## config.mk

```make
export PLATFORM = sky130hd
export DESIGN_NAME = phy_tx_flat
export DESIGN_NICKNAME = d
export VERILOG_FILES = /design/src/rtl/phy_tx_if.sv /design/src/rtl/phy_tx.sv /design/src/flat_wrapper.sv
export SDC_FILE = /design/constraint.sdc
export NUM_CORES = 1
export LEC_CHECK = 0
export CAP_MARGIN = 20
export CORE_MARGIN = 10
export CORE_UTILIZATION = 52
export CTS_BUF_LIST = sky130_fd_sc_hd__clkbuf_2 sky130_fd_sc_hd__clkbuf_4 sky130_fd_sc_hd__clkbuf_8
export DETAILED_ROUTE_END_ITERATION = 16
export PLACE_DENSITY = 0.78
export REMOVE_ABC_BUFFERS = 1
export SLEW_MARGIN = 10
export SYNTH_ARGS = -nofsm -noshare
export SYNTH_HDL_FRONTEND = slang
export SYNTH_SLANG_ARGS = --single-unit
```

## constraint.sdc

```tcl
create_clock -name clk_i -period 1.9 [get_ports clk_i]
set_input_delay 0.285 -clock clk_i [delete_from_list [all_inputs] [get_ports clk_i]]
set_output_delay 0.285 -clock clk_i [all_outputs]
set_load 0.05 [all_outputs]
```

## src/rtl/phy_tx_if.sv

```systemverilog
// rtl/phy_tx_if.sv - SIE-to-PHY transmit byte handshake bundle
// Signals:
//   tx_valid  SIE has a byte on tx_data; held high for the whole packet
//   tx_data   byte to transmit, LSB first
//   tx_ready  one-clk pulse from the PHY: tx_data captured on the edge ending it
// Modports: master = SIE side, slave = PHY side.
interface phy_tx_if;
    logic       tx_valid;
    logic [7:0] tx_data;
    logic       tx_ready;

    modport master (output tx_valid, output tx_data, input tx_ready);
    modport slave  (input tx_valid, input tx_data, output tx_ready);
endinterface

```

## src/rtl/phy_tx.sv

```systemverilog
// rtl/phy_tx.sv - USB 2.0 full-speed transmit PHY: SYNC, LSB-first shift, bit stuffing, NRZI, EOP
// Ports:
//   clk_i      clock, 12MHz*BIT_SAMPLES
//   rstn_i     asynchronous active-low reset
//   tx_en_i    block enable; low aborts to IDLE on the next clk
//   sie_if     slave side of phy_tx_if (tx_valid/tx_data in, tx_ready out)
//   tx_en_o    output enable for the dp/dn drivers
//   dp_tx_o    dp line value
//   dn_tx_o    dn line value
// Build option: PHY_TX_IDLE_GAP_EN holds IDLE for 2 extra bit times after each packet.
module phy_tx #(
    parameter int BIT_SAMPLES = 4
) (
    input  logic    clk_i,
    input  logic    rstn_i,
    input  logic    tx_en_i,
    phy_tx_if.slave sie_if,
    output logic    tx_en_o,
    output logic    dp_tx_o,
    output logic    dn_tx_o
);
    localparam int CW = (BIT_SAMPLES > 2) ? $clog2(BIT_SAMPLES) : 1;

    localparam logic [2:0] S_IDLE = 3'd0;
    localparam logic [2:0] S_SYNC = 3'd1;
    localparam logic [2:0] S_DATA = 3'd2;
    localparam logic [2:0] S_EOP  = 3'd3;
    localparam logic [2:0] S_J    = 3'd4;

    logic [2:0]    r_state;
    logic [CW-1:0] r_bit_cnt;
    logic [2:0]    r_bit_idx;    // index of the data bit on the line (EOP: SE0 count)
    logic [2:0]    r_stuff_cnt;  // consecutive 1s already on the line
    logic [6:0]    r_shift;      // bits still to send after the one on the line
    logic          r_ready;
    logic          r_tx_en;
    logic          r_dp;
    logic          r_dn;

    logic w_wrap;
    logic w_pre_wrap;
    logic w_stuff_due;
    logic w_last_bit;
    logic w_emit_bit;
    logic w_gap_done;

    assign w_wrap      = (r_bit_cnt == CW'(BIT_SAMPLES - 1));
    assign w_pre_wrap  = (r_bit_cnt == CW'(BIT_SAMPLES - 2));
    assign w_stuff_due = (r_stuff_cnt == 3'd6);
    // Byte boundary: final bit of the byte is on the line and no stuff bit follows it
    assign w_last_bit  = (r_bit_idx == 3'd7) && !w_stuff_due;
    assign w_emit_bit  = w_last_bit ? sie_if.tx_data[0] : r_shift[0];

`ifdef PHY_TX_IDLE_GAP_EN
    localparam int GW = $clog2(2 * BIT_SAMPLES);
    logic [GW-1:0] r_gap;

    // Counts down the enforced inter-packet gap; start is allowed once it reaches 0
    always_ff @(posedge clk_i or negedge rstn_i) begin
        if (!rstn_i) begin
            r_gap <= '0;
        end else if (!tx_en_i) begin
            r_gap <= '0;
        end else if (r_state == S_J && w_wrap) begin
            r_gap <= GW'(2 * BIT_SAMPLES - 1);
        end else if (r_state == S_IDLE && r_gap != '0) begin
            r_gap <= r_gap - 1'b1;
        end
    end
    assign w_gap_done = (r_gap == '0);
`else
    assign w_gap_done = 1'b1;
`endif

    always_ff @(posedge clk_i or negedge rstn_i) begin
        if (!rstn_i) begin
            r_state     <= S_IDLE;
            r_bit_cnt   <= '0;
            r_bit_idx   <= '0;
            r_stuff_cnt <= '0;
            r_shift     <= '0;
            r_ready     <= 1'b0;
            r_tx_en     <= 1'b0;
            r_dp        <= 1'b1;
            r_dn        <= 1'b0;
        end else if (!tx_en_i) begin
            r_state     <= S_IDLE;
            r_bit_cnt   <= '0;
            r_bit_idx   <= '0;
            r_stuff_cnt <= '0;
            r_ready     <= 1'b0;
            r_tx_en     <= 1'b0;
            r_dp        <= 1'b1;
            r_dn        <= 1'b0;
        end else begin
            r_ready <= 1'b0;
            if (r_state != S_IDLE) begin
                r_bit_cnt <= w_wrap ? '0 : r_bit_cnt + 1'b1;
            end
            case (r_state)
                S_IDLE: begin
                    r_bit_cnt   <= '0;
                    r_bit_idx   <= '0;
                    r_stuff_cnt <= '0;
                    r_tx_en     <= 1'b0;
                    r_dp        <= 1'b1;
                    r_dn        <= 1'b0;
                    if (sie_if.tx_valid && w_gap_done) begin
                        // SYNC 0x80: bit 0 (a 0) goes out now as K, bits 1..7 queued
                        r_state <= S_SYNC;
                        r_shift <= 7'b1000000;
                        r_tx_en <= 1'b1;
                        r_dp    <= 1'b0;
                        r_dn    <= 1'b1;
                    end
                end
                S_SYNC, S_DATA: begin
                    // Ready is registered, so decide one clk before the boundary edge
                    if (w_pre_wrap && w_last_bit && sie_if.tx_valid) begin
                        r_ready <= 1'b1;
                    end
                    if (w_wrap) begin
                        if (w_stuff_due) begin
                            // Stuffed 0: toggle without consuming a data bit
                            r_stuff_cnt <= '0;
                            r_dp        <= ~r_dp;
                            r_dn        <= r_dp;
                        end else if (w_last_bit && !r_ready) begin
                            r_state     <= S_EOP;
                            r_bit_idx   <= '0;
                            r_stuff_cnt <= '0;
                            r_dp        <= 1'b0;
                            r_dn        <= 1'b0;
                        end else begin
                            if (w_last_bit) begin
                                r_state   <= S_DATA;
                                r_shift   <= sie_if.tx_data[7:1];
                                r_bit_idx <= '0;
                            end else begin
                                r_shift   <= {1'b0, r_shift[6:1]};
                                r_bit_idx <= r_bit_idx + 3'd1;
                            end
                            // NRZI: 1 holds the line, 0 toggles it
                            if (w_emit_bit) begin
                                r_stuff_cnt <= r_stuff_cnt + 3'd1;
                            end else begin
                                r_stuff_cnt <= '0;
                                r_dp        <= ~r_dp;
                                r_dn        <= r_dp;
                            end
                        end
                    end
                end
                S_EOP: begin
                    if (w_wrap) begin
                        if (r_bit_idx == 3'd0) begin
                            r_bit_idx <= 3'd1;
                        end else begin
                            r_state <= S_J;
                            r_dp    <= 1'b1;
                            r_dn    <= 1'b0;
                        end
                    end
                end
                S_J: begin
                    if (w_wrap) begin
                        r_state <= S_IDLE;
                        r_tx_en <= 1'b0;
                    end
                end
                default: begin
                    r_state <= S_IDLE;
                    r_tx_en <= 1'b0;
                    r_dp    <= 1'b1;
                    r_dn    <= 1'b0;
                end
            endcase
        end
    end

    assign sie_if.tx_ready = r_ready;
    assign tx_en_o         = r_tx_en;
    assign dp_tx_o         = r_dp;
    assign dn_tx_o         = r_dn;
endmodule

```

## src/flat_wrapper.sv

```systemverilog
// flat-port wrapper written by rule: the top's interface ports become plain ports
module phy_tx_flat 
#(
    parameter int BIT_SAMPLES = 4
)
  (clk_i, rstn_i, tx_en_i, tx_en_o, dp_tx_o, dn_tx_o, sie_if_tx_valid, sie_if_tx_data, sie_if_tx_ready);
  phy_tx_if sie_if_i ();
  input  logic clk_i;
  input  logic rstn_i;
  input  logic tx_en_i;
  output logic tx_en_o;
  output logic dp_tx_o;
  output logic dn_tx_o;
  input wire logic [$bits(sie_if_i.tx_valid)-1:0] sie_if_tx_valid;
  input wire logic [$bits(sie_if_i.tx_data)-1:0] sie_if_tx_data;
  output wire logic [$bits(sie_if_i.tx_ready)-1:0] sie_if_tx_ready;
  assign sie_if_i.tx_valid = sie_if_tx_valid;
  assign sie_if_i.tx_data = sie_if_tx_data;
  assign sie_if_tx_ready = sie_if_i.tx_ready;
  phy_tx #(.BIT_SAMPLES(BIT_SAMPLES)) u_core (.clk_i(clk_i), .rstn_i(rstn_i), .tx_en_i(tx_en_i), .sie_if(sie_if_i), .tx_en_o(tx_en_o), .dp_tx_o(dp_tx_o), .dn_tx_o(dn_tx_o));
endmodule
```

==> impl_metrics.toml <==
[outcome]
status = "finished, final reports clean"

[detailed_routing]
vias = 1137
wl_um = 3240
viasPerCell = 5.77
drc_errors = 0
antenna_left = 0
first_iter_violations = 55
drt-pass1-iter-count = 4
wl_per_cell_um = 16.5

[synth]
synth_edf_count = 0
synth.area.mux_share_pct = 11.6
yosysSeqAreaShare_pct = 41.1
synthAdderAreaFrac_pct = 7.28
syn_area_um2 = 1340
ys_top_cells_by_area = "dfrtp_1 39%, mux2i_1 8.2%, ha_1 6.5%"
synthDominantCellAreaShare_pct = 39.2
synth_common_cells = "21 x dfrtp_1, 14 x nand2_1, 11 x mux2i_1, 9 x nor2_1"
avgSynthCellArea_um2 = 9.79
yosys_warnings = 0
synth_xor_area_share_pct = 0.653
ys.flop_type = "dfrtp_1"
synth_top_family_by_area = "compound AO/OA/AOI/OAI gates"
ys_async_sr_fraction_pct = 100
synth_cell_types = 40
synthCells = 137
synth-simple-area-share_pct = 15.9
yosysMostFrequentCell = "dfrtp_1"
yosys.area.top_type = "dfrtp_1"
yosys_register_bits = 22
synth_compound_area_share_pct = 18.7

[placed_design]
dpl_cell_area_um2 = 1600
numPortBuffers = 15
dpl.hpwl_um = 2310
place_congestion = 0.929
pre_cts_ws_ns = -0.0634

[grt]
use_met1_pct = 13.5
grt_overflow = 0
grt.total_usage_pct = 12.2
grt_pass1_vias = 1152
antenna_found_initial = 0
grt_max_degree = 23
met3_usage_pct = 2.79
grt_busiest_layer = "met2"
use_met2_pct = 22.0
grt_pass1_wl_um = 5130

[floorplan]
die_y_um = 70.8
ioPinCount = 16
start_util_pct = 54.1
design.die.area_um2 = 5010
die_w_um = 70.8
rows = 18
core-area_um2 = 2480

[worst_setup_path]
crit_type = "reg -> reg"
r2r-start = "u_core.r_bit_idx[1]$_DFFE_PN0P_"
cp-end-kind = "flip-flop"
cp.required_ns = 2.11
cp_max_fo = 4
cp-startpoint = "u_core.r_bit_idx[1]$_DFFE_PN0P_"
start_kind = "flip-flop"
cp.arrival_ns = 2.07

[final_layout]
final_nets = 187
drive_gt1_share_pct = 25.1
utilization_pct = 69.5
area.growth.synth_to_final_pct = 28.5
antennaDiodeCount = 0
finalInstanceArea_um2 = 1720

[power]
p_leak_nw = 0.756
power.total_mw = 1.81
peakVddDrop_mv = 1.04
power_density_nw_per_um2 = 1050

[timing]
fmax_mhz = 536
max-slew-margin-rel_pct = 65.7
fin_setup_tns_ns = 0
drv_slew = 0
setup_slack_ns = 0.0355
period_share_pct = 98.1
finalHoldViolations = 0
rsz0062_at_grt = "true"
clock_skew_ns = 0.00764
finalSetupViolations = 0
period_minus_slack_ns = 1.86
worst_pin_slew_ns = 0.513

[run]
drv_cap = 0

[clock_tree]
cts_sinks = 22
clockBufferDepth = 2
clk_pin_slew_ns = 0.13
h-tree-depth = 1
numCtsBuffers = 3
clkLatencyLatePin_ns = 0.32
cts_tree = "yes"
clock-root-buffer = "clkbuf_4"

[worst_hold_path]
hold_class = "in -> async"
-- power by group --
part	leakage (nW)	internal [mW]	switching [mW]
clock	0.0184	0.0964	0.150
sequential	0.295	0.582	0.0777
combinational	0.443	0.406	0.494
-- logic make-up (layout without fill, tap and decap cells) --
logic type	after synthesis	count (layout)
AND/OR/NAND/NOR	42	42
AO/OA/AOI/OAI	35	35
flip-flops	22	22
multiplexers	15	15
buffers and inverters	14	44
adder cells (fa/ha/maj)	8	8
XOR/XNOR	1	1
-- stage by stage --
stage                     hold slack (ns)  instances
after floorplan                   -0.0106        131
after global placement              0.449        191
after detailed placement            0.474        191
after CTS                           0.311        196
after global routing                0.312        197
final                               0.307        197
-- cell type report --
class,count,area [um2]
Inverter,8,30.0
Sequential cell,22,552
Timing Repair Buffer,32,285
Clock buffer,4,30.0
Fill cell,185,754
Multi-Input combinational cell,101,788
Tap cell,30,37.5
-- worst paths after layout --
path	endpoint	slack (ns)	depth (start not counted)
max	u_core.dn_tx_o$_DFFE_PN0P_	0.04	7
min	u_core.r_stuff_cnt[0]$_DFFE_PN0P_	0.31	2
max reg2reg	u_core.dn_tx_o$_DFFE_PN0P_	0.04	7
min reg2reg	u_core.r_shift[2]$_DFFE_PN0P_	0.50	2
max in group asynchronous	u_core.dp_tx_o$_DFFE_PN1P_	1.31	2
min in group clk_i	u_core.r_shift[2]$_DFFE_PN0P_	0.50	2
-- cell usage in the layout (no fill, tap or decap), drive strengths merged --
cell type      count
a221o              1
clkdlybuf4s50     13
o21a               1
buf               19
o32ai              1
dfstp              1
ha                 7
a211oi             1
a31oi              1
clkbuf             4
a311o              1
a21oi              6
o22a               1
maj3               1
a21boi             1
a21o               1
a311oi             1
nand3              4
o2bb2ai            1
a21bo              1
nor3b              1
nand2b             4
mux2i             11
o21ai              8
nor2b              1
o31ai              8
mux2               4
inv                8
xnor2              1
nand2             14
and3               2
nor4               1
or2                3
dfrtp             21
nor3               3
a2111o             1
nor2               9
-- layer usage --
metal	vias to the layer above	share of wire [%]	wire length, um
met2	36	52	1680
met5	-	0	0
met3	8	5.0	162
li1	550	-	-
met4	0	1.3	41
met1	543	42	1370
-- worst max-delay path: stages, from the launching register on --
cell,delay (ns)
dfrtp_1,0.41
ha_2,0.20
ha_4,0.17
a221o_1,0.31
a21oi_2,0.15
a311oi_2,0.06
buf_4,0.17
mux2_4,0.29
-- sequential cells by signal (all words and copies together) (netlist names) --
signal                  cells
u_core.r_state              3
u_core.tx_en_o              1
u_core.dn_tx_o              1
u_core.r_bit_idx            3
u_core.r_stuff_cnt          3
u_core.r_shift              7
u_core.sie_if.tx_ready      1
u_core.dp_tx_o              1
u_core.r_bit_cnt            2
-- timing repair --
| action | CTS | global route |
|---|---|---|
| buffers inserted | 1 | 1 |
| endpoints found under the setup margin | 3 | 16 |
| hold endpoints to repair | 0 | 0 |
| pin swaps | 3 | 7 |
| hold buffers | 0 | 0 |
| gates resized for setup | 5 | 9 |
Power figures use the tool's default switching activity.
